--- config.mk ---
export PLATFORM = sky130hd
export DESIGN_NAME = mpc_bound_vector_streamer
export DESIGN_NICKNAME = d
export VERILOG_FILES = /design/src/rtl/mpc_bound_vector_streamer.sv
export SDC_FILE = /design/constraint.sdc
export NUM_CORES = 1
export LEC_CHECK = 0
export CORE_MARGIN = 8
export CORE_UTILIZATION = 45
export CTS_BUF_LIST = sky130_fd_sc_hd__clkbuf_8 sky130_fd_sc_hd__clkbuf_16
export DETAILED_ROUTE_END_ITERATION = 10
export HOLD_SLACK_MARGIN = 0.12
export PLACE_DENSITY_LB_ADDON = 0.1
export SYNTH_ARGS = -nofsm -noshare
export SYNTH_HDL_FRONTEND = slang
export SYNTH_SLANG_ARGS = --single-unit
--- constraint.sdc ---
create_clock -name clk -period 2.4 [get_ports clk]
set_input_delay 0.6 -clock clk [delete_from_list [all_inputs] [get_ports clk]]
set_output_delay 0.6 -clock clk [all_outputs]
set_load 0.03 [all_outputs]
--- src/rtl/mpc_bound_vector_streamer.sv ---
// Streams a PERIOD-entry per-lane bound pattern REPEAT times as one valid/ready stream with index/last sideband.
// Optional macro MPC_BOUND_WRITE_EN adds a table write port (tbl_we/tbl_addr/tbl_wdata), honoured only while idle.
module mpc_bound_vector_streamer #(
    parameter int DataWidth = 18,
    parameter int LANES     = 1,
    parameter int PERIOD    = 2,
    parameter int REPEAT    = 3,
    parameter logic [PERIOD*LANES*DataWidth-1:0] INIT_VALUES = {18'h26DE0, 18'h38000},
    localparam int IW = (PERIOD*REPEAT > 1) ? $clog2(PERIOD*REPEAT) : 1
) (
    input  logic                       clk,
    input  logic                       reset,
    input  logic                       start,
    input  logic                       abort,
    output logic                       busy,
    output logic                       done,
    output logic                       out_valid,
    input  logic                       out_ready,
    output logic [LANES*DataWidth-1:0] out_data,
    output logic [IW-1:0]              out_index,
    output logic                       out_last
`ifdef MPC_BOUND_WRITE_EN
    ,
    input  logic                       tbl_we,
    input  logic [((PERIOD*LANES > 1) ? $clog2(PERIOD*LANES) : 1)-1:0] tbl_addr,
    input  logic [DataWidth-1:0]       tbl_wdata
`endif
);

    localparam int N  = PERIOD*REPEAT;
    localparam int AW = (PERIOD > 1) ? $clog2(PERIOD) : 1;
    localparam int RW = (REPEAT > 1) ? $clog2(REPEAT) : 1;
    localparam int TW = PERIOD*LANES*DataWidth;
    localparam int LW = LANES*DataWidth;

    typedef enum logic [1:0] {ST_IDLE, ST_RUN, ST_DRAIN} state_t;

    state_t          state_reg;
    logic            busy_reg;
    logic            done_reg;
    logic [AW-1:0]   addr_reg;
    logic [RW-1:0]   rep_reg;
    logic [IW-1:0]   idx_reg;

    // Data stage of the registered table read.
    logic            rd_valid_reg;
    logic [LW-1:0]   rd_data_reg;
    logic [IW-1:0]   rd_index_reg;
    logic            rd_last_reg;

    // Two-entry output buffer: out_* is the head, skid_* the second slot.
    logic [1:0]      count_reg;
    logic            out_valid_reg;
    logic [LW-1:0]   out_data_reg;
    logic [IW-1:0]   out_index_reg;
    logic            out_last_reg;
    logic [LW-1:0]   skid_data_reg;
    logic [IW-1:0]   skid_index_reg;
    logic            skid_last_reg;

    logic            pop;
    logic            issue;
    logic            last_issue;
    logic [2:0]      pending;
    logic [LW-1:0]   rd_word;

`ifdef MPC_BOUND_WRITE_EN
    logic [TW-1:0]   bound_tbl = INIT_VALUES;

    // Out-of-range addresses fall outside the vector and are discarded.
    always_ff @(posedge clk) begin
        if (tbl_we && !busy_reg)
            bound_tbl[int'(tbl_addr)*DataWidth +: DataWidth] <= tbl_wdata;
    end
`else
    logic [TW-1:0]   bound_tbl;
    assign bound_tbl = INIT_VALUES;
`endif

    for (genvar gi = 0; gi < LANES; gi++) begin : g_lane
        assign rd_word[gi*DataWidth +: DataWidth] =
            bound_tbl[(int'(addr_reg)*LANES + gi)*DataWidth +: DataWidth];
    end

    always_ff @(posedge clk) begin
        if (issue)
            rd_data_reg <= rd_word;
    end

    // Occupancy after this cycle's pop lets a read issue every cycle under full throughput.
    always_comb begin
        pop        = out_valid_reg & out_ready;
        pending    = 3'(count_reg) + 3'(rd_valid_reg) - 3'(pop);
        issue      = (state_reg == ST_RUN) && (pending < 3'd2);
        last_issue = (addr_reg == AW'(PERIOD-1)) && (rep_reg == RW'(REPEAT-1));
    end

    always_ff @(posedge clk or posedge reset) begin
        if (reset) begin
            state_reg      <= ST_IDLE;
            busy_reg       <= 1'b0;
            done_reg       <= 1'b0;
            addr_reg       <= '0;
            rep_reg        <= '0;
            idx_reg        <= '0;
            rd_valid_reg   <= 1'b0;
            rd_index_reg   <= '0;
            rd_last_reg    <= 1'b0;
            count_reg      <= 2'd0;
            out_valid_reg  <= 1'b0;
            out_data_reg   <= '0;
            out_index_reg  <= '0;
            out_last_reg   <= 1'b0;
            skid_data_reg  <= '0;
            skid_index_reg <= '0;
            skid_last_reg  <= 1'b0;
        end else if (abort && state_reg != ST_IDLE) begin
            state_reg      <= ST_IDLE;
            busy_reg       <= 1'b0;
            done_reg       <= 1'b0;
            addr_reg       <= '0;
            rep_reg        <= '0;
            idx_reg        <= '0;
            rd_valid_reg   <= 1'b0;
            rd_index_reg   <= '0;
            rd_last_reg    <= 1'b0;
            count_reg      <= 2'd0;
            out_valid_reg  <= 1'b0;
            out_data_reg   <= '0;
            out_index_reg  <= '0;
            out_last_reg   <= 1'b0;
            skid_data_reg  <= '0;
            skid_index_reg <= '0;
            skid_last_reg  <= 1'b0;
        end else begin
            done_reg     <= 1'b0;
            rd_valid_reg <= issue;

            if (issue) begin
                rd_index_reg <= idx_reg;
                rd_last_reg  <= last_issue;
                idx_reg      <= idx_reg + IW'(1);
                if (addr_reg == AW'(PERIOD-1)) begin
                    addr_reg <= '0;
                    rep_reg  <= rep_reg + RW'(1);
                end else begin
                    addr_reg <= addr_reg + AW'(1);
                end
            end

            case (state_reg)
                ST_IDLE: begin
                    if (start && !abort) begin
                        state_reg <= ST_RUN;
                        busy_reg  <= 1'b1;
                        addr_reg  <= '0;
                        rep_reg   <= '0;
                        idx_reg   <= '0;
                    end
                end
                ST_RUN: begin
                    if (issue && last_issue)
                        state_reg <= ST_DRAIN;
                end
                ST_DRAIN: begin
                    if (pop && out_last_reg) begin
                        state_reg <= ST_IDLE;
                        busy_reg  <= 1'b0;
                        done_reg  <= 1'b1;
                    end
                end
                default: state_reg <= ST_IDLE;
            endcase

            case (count_reg)
                2'd0: begin
                    if (rd_valid_reg) begin
                        out_data_reg  <= rd_data_reg;
                        out_index_reg <= rd_index_reg;
                        out_last_reg  <= rd_last_reg;
                        out_valid_reg <= 1'b1;
                        count_reg     <= 2'd1;
                    end
                end
                2'd1: begin
                    if (rd_valid_reg && pop) begin
                        out_data_reg  <= rd_data_reg;
                        out_index_reg <= rd_index_reg;
                        out_last_reg  <= rd_last_reg;
                    end else if (rd_valid_reg) begin
                        skid_data_reg  <= rd_data_reg;
                        skid_index_reg <= rd_index_reg;
                        skid_last_reg  <= rd_last_reg;
                        count_reg      <= 2'd2;
                    end else if (pop) begin
                        out_valid_reg <= 1'b0;
                        count_reg     <= 2'd0;
                    end
                end
                default: begin
                    if (pop) begin
                        out_data_reg  <= skid_data_reg;
                        out_index_reg <= skid_index_reg;
                        out_last_reg  <= skid_last_reg;
                        if (rd_valid_reg) begin
                            skid_data_reg  <= rd_data_reg;
                            skid_index_reg <= rd_index_reg;
                            skid_last_reg  <= rd_last_reg;
                        end else begin
                            count_reg <= 2'd1;
                        end
                    end
                end
            endcase
        end
    end

    assign busy      = busy_reg;
    assign done      = done_reg;
    assign out_valid = out_valid_reg;
    assign out_data  = out_data_reg;
    assign out_index = out_index_reg;
    assign out_last  = out_last_reg;

endmodule

; ---- After elaboration in Yosys (flattened, before gate mapping)
; Cells that the tools add are included.
; W data, S select, Z words.
[word_totals]
register_bits = 80
in_bits = 5
output_inout_bits = 25
wordCells = 139
[op_classes]
addsub = 5
n_mul = 1
order_cmp = 1
eq_ne = 15
shift = 1
mux = 75
bitwise_logic = 1
reduce_logical = 22
[op_table]
columns = operator, n
row1 = $mux W18, 8
row2 = $pmux W18 S2, 2
row3 = $mux W3, 14
row4 = $shiftx A36 B7 Y18 const A, 1
row5 = $mux W2, 16
row6 = $mux W1, 27
row7 = $ne A3 B3 Y1 const B, 7
row8 = $pmux W3 S2, 2
row9 = $reduce_and A3 Y1, 4
row10 = $reduce_and A5 Y1, 2
row11 = $reduce_bool A3 Y1, 3
row12 = $pmux W1 S2, 4
row13 = $logic_and A1 B1 Y1, 7
row14 = $pmux W2 S3, 1
row15 = $mul A1 B4 Y5 const B, 1
row16 = $eq A2 B1 Y1 const B, 2
row17 = $eq A2 B2 Y1 const B, 2
row18 = $logic_not A2 Y1, 2
row19 = $ne A4 B1 Y1 const B, 1
row20 = $ne A4 B4 Y1 const B, 1
row21 = $pmux W2 S2, 1
row22 = $reduce_bool A2 Y1, 2
row23 = $reduce_bool A4 Y1, 1
row24 = $add A2 B1 Y3, 1
row25 = 9 further kinds, 9

; ---- Depth between registers and ports, before layout
[logic_depth]
ltp_word = 8
ltp_mapped = 8
ltp_nobuf = 7

; ---- Least setup slack after synthesis
; Ideal clock, no wire load.
[synth_path]
path_kind = reg-to-reg
start = register out_valid_reg (netlist: out_valid)
end = register state_reg[0]
setup_time_ns = 0.122
arrival_time_ns = 2.323
t_required_ns = 2.278
slack_ns = -0.045
path_stages_with_launch = 8
n_path_buf = 1
synth_period_minus_slack_ns = 2.445
cell_sequence = dfrtp_1 -> a21boi_0 -> o21ai_0 -> fa_1 -> and3b_1 -> clkbuf_1 -> nand4_1 -> o2111a_1
[synth_between]
elab_chain_cells = 7
word_cells_on_any_way = 9
classes_between = add/sub: 1 / order compare: 1 / eq/ne: 2 / bitwise: 1 / reduce/logical: 4
[synth_rtl]
columns = item, line
row1 = from (decl), 53  ; logic out_valid_reg;
row2 = from (signal assigned), 110  ; out_valid_reg <= 1'b0;
row3 = from (signal assigned), 128  ; out_valid_reg <= 1'b0;
row4 = from (signal assigned), 181  ; out_valid_reg <= 1'b1;
row5 = $and A1 B1 Y1 *, 92  ; pop = out_valid_reg & out_ready;
row6 = $sub A3 B1 Y3, 93  ; pending = 3'(count_reg) + 3'(rd_valid_reg) - 3'(pop);
row7 = $lt A3 B2 Y1, 94  ; issue = (state_reg == ST_RUN) && (pending < 3'd2);
row8 = $logic_and A1 B1 Y1, 94
row9 = $logic_and A1 B1 Y1, 162  ; if (issue && last_issue)
row10 = $ne A3 B1 Y1 (no source line), n/a
row11 = $reduce_and A3 Y1 (no source line) *, n/a
row12 = to (signal assigned), 100  ; state_reg <= ST_IDLE;
row13 = to (signal assigned), 163  ; state_reg <= ST_DRAIN;
row14 = to (signal assigned), 167  ; state_reg <= ST_IDLE;
row15 = to (decl), 38  ; state_t state_reg;
; Mark *: on every way between the ends. The rest lies on a longest branch, timed or not.
; A chain may end at the register's enable or synchronous reset.

; ---- Worst setup path in the final report
[layout_path]
start = input port out_ready
end = register idx_reg[2]
[layout_between]
elab_chain_cells = 8
[layout_rtl]
columns = item, line
row1 = from (decl), 18  ; input logic out_ready,
row2 = $and A1 B1 Y1 *, 92
row3 = $sub A3 B1 Y3 *, 93
row4 = $lt A3 B2 Y1 *, 94
row5 = $logic_and A1 B1 Y1 *, 94
row6 = $mux W3 *, 139  ; if (issue) begin
row7 = $mux W3, 153  ; if (start && !abort) begin
row8 = $mux W3 *, 151  ; case (state_reg)
row9 = $mux W3 *, 117  ; end else if (abort && state_reg != ST_IDLE) begin
row10 = to (signal assigned), 142  ; idx_reg <= idx_reg + IW'(1);
row11 = to (decl), 43  ; logic [IW-1:0] idx_reg;
; Marked as above.

==> results.cfg <==
[run_status]
status = completed

[worst_setup_path]
crit_chain = dlygate4sd2_1 -> a21boi_1 -> o21ai_1 -> fa_2 -> nand3b_1 -> or4_1 -> a21oi_1
required_ns = 2.62
slowest_delay_ns = 0.55
critical_path.slowest_cell = fa_2
start_kind = primary input
end_kind = flip-flop
path_buf_inv = 1
cp_max_fo = 5
critical_path.top_delay_family = simple AND/OR/NAND/NOR gates
crit_type = primary input to flip-flop
arrival_ns = 2.46

[synthesis]
synth-async-reset-ratio_pct = 94.1
yosysWarnings = 0
synth_seq_cells = 34
postSynthCellCount = 180
ys_seq_area_share_pct = 47.6
syn_area_um2 = 1810
yosys_most_used_dff = dfrtp_1
synth.avg_cell_area_um2 = 10.0
synth.distinct_cells = 41
synth_edf_count = 2

[route]
route.detailed.drc = 0
wl_per_cell_um = 13.8
drt_iter0_markers = 64
wirelength_mm = 3.59
dr.pass1.iters = 4
top_layer = met4
met2_wirelength_mm = 1.71
drt-met1-wl_mm = 1.57
drt-vias-per-instance = 5.26
dr_wl_met3_um = 261
vias = 1367
drtAntennaViolNets = 0

[clocking]
clkLatencyLatePin_ns = 0.29
cts-buffers-inserted = 5
cts_resized = 6
tritoncts = built
clkTransAtPathRegs_ns = 0.07
holdBufCountCts = 0
htreeDepth = 2
cts_buffer_depth = 2
cts_sinks = 34
root_buffer = clkbuf_8
post-cts-setup-buffers = 0

[place]
io_buffers = 22
dpl_cell_area_um2 = 2080
place.gp.congestion = 0.833
post-place-ws_ns = -0.435
placed_cells = 252
dp_hpwl_mm = 2.70

[global_routing]
grt_pass1_vias = 1363
grt_use_total_pct = 12.6
grt_pass1_wl_mm = 6.21
grt_antenna_before_repair = 0
overflow = 0
grt_max_degree = 33

[timing]
period_share_pct = 93.5
rsz0062_at_grt = no
timing.fmax_mhz = 446
final.min_clock_period_ns = 2.24
skew_ns = 0.00697
maxSlewViolCount = 0
timing.final.hold_violations = 0
setup_viol_count_final = 0
setup_ws_ns = 0.157

[pwr]
p_leak_nw = 0.972
max-vdd-ir-drop_mv = 0.479
p_per_area_nw_per_um2 = 1240
p_total_mw = 2.74

[job]
maxCapViolCount = 0

[floorplan]
start_util_pct = 45.8
die_height_um = 79.4
io_pins = 30
core_um2 = 3940
die_w_um = 79.4
rows = 23
die_area_um2 = 6300

[cells_and_area]
nets = 217
drive_gt1_share_pct = 16.7
seq_area_um2 = 861
n_fill_cell = 352
fin_cells = 260
post-route-cell-area_um2 = 2200
syn_to_final_growth_pct = 21.7
diodes = 0
multi_input_area_um2 = 768

[worst_hold_path]
min_path_type = flip-flop to flip-flop
## per-layer routing
metal  global-route usage (%)  vias to the layer above
met5                        0                        -
met1                     13.8                      658
met2                     20.5                       36
li1                         -                      668
met3                     5.53                        5
met4                     5.37                        0
## area by class of cell
class | instances | share of cell area (%)
Clock buffer | 5 | 3.13
Clock inverter | 3 | 1.82
Sequential cell | 34 | 39.1
Tap cell | 50 | 2.84
Multi-Input combinational cell | 117 | 34.9
Inverter | 10 | 1.71
Timing Repair Buffer | 41 | 16.4
## power breakdown
part           leakage, nW  internal, mW  total, mW  switching (mW)
clock network       0.0579         0.305      0.512           0.207
registers            0.444         0.755      0.902           0.147
logic                0.470         0.579       1.32           0.742
## per-stage QoR
step / util, % / hold slack, ns / setup TNS [ns]
after floorplan: - / 0.471 / 0
after global placement: 52.7 / 0.507 / -4.16
after detailed placement: 52.7 / 0.511 / -5.21
after CTS: 55.8 / 0.528 / 0
after global routing: 55.8 / 0.554 / 0
final: 55.8 / 0.530 / 0
## tightest hold or removal path: stages, from the launching register on
cell	delay, ns
dfrtp_1	0.32
inv_1	0.05
a21oi_1	0.11
## logic make-up (layout without fill, tap and decap cells)
family                   after synthesis  count (layout)  share of synthesized area [%]
AO/OA/AOI/OAI                         54              54                           19.0
XOR/XNOR                               2               2                          0.970
adder cells (fa/ha/maj)                3               3                           2.49
buffers and inverters                 35              59                           11.9
flip-flops                            34              34                           47.6
multiplexers                          13              13                           7.20
other                                  1               7                          0.208
AND/OR/NAND/NOR                       38              38                           10.6
## worst paths after layout
path                                   start           endpoint  slack [ns]  cells after the start
max reg2reg                        out_valid         idx_reg[2]        0.24                      6
min                        skid_data_reg[17]  skid_data_reg[17]        0.53                      2
min in group asynchronous              reset       out_index[2]        0.71                      3
min reg2reg                skid_data_reg[17]  skid_data_reg[17]        0.53                      2
max in group asynchronous              reset         rep_reg[0]        1.40                      3
max                                out_ready         idx_reg[2]        0.16                      7
## cell usage after synthesis (2+ instances only)
library cell / count / share of area, %
a21oi_1: 21 / 5.8
a31o_2: 2 / 0.97
mux2i_1: 13 / 7.2
inv_1: 10 / 2.1
buf_2: 4 / 1.1
o21ai_0: 13 / 3.6
buf_6: 3 / 1.9
nand3_1: 6 / 1.7
edfxtp_1: 2 / 3.3
nand2_1: 15 / 3.1
o31ai_1: 2 / 0.83
buf_4: 15 / 6.2
a31oi_1: 2 / 0.69
a211oi_1: 6 / 2.5
dfrtp_1: 32 / 44
clkbuf_1: 3 / 0.62
nor2_1: 3 / 0.62
and3b_1: 2 / 0.97
nand4_1: 2 / 0.69
nor2b_1: 2 / 0.69
ha_1: 2 / 1.4
## cell usage in the layout, fill, tap and decap left out, types with 5 or more instances in the layout
master,instances
dfrtp_1,32
a21oi_1,21
clkdlybuf4s50_1,21
buf_4,19
nand2_1,14
mux2i_1,13
o21ai_0,12
inv_1,10
conb_1,7
nand3_1,6
a211oi_1,6
clkbuf_8,5
(Power assumes the default switching activity.)
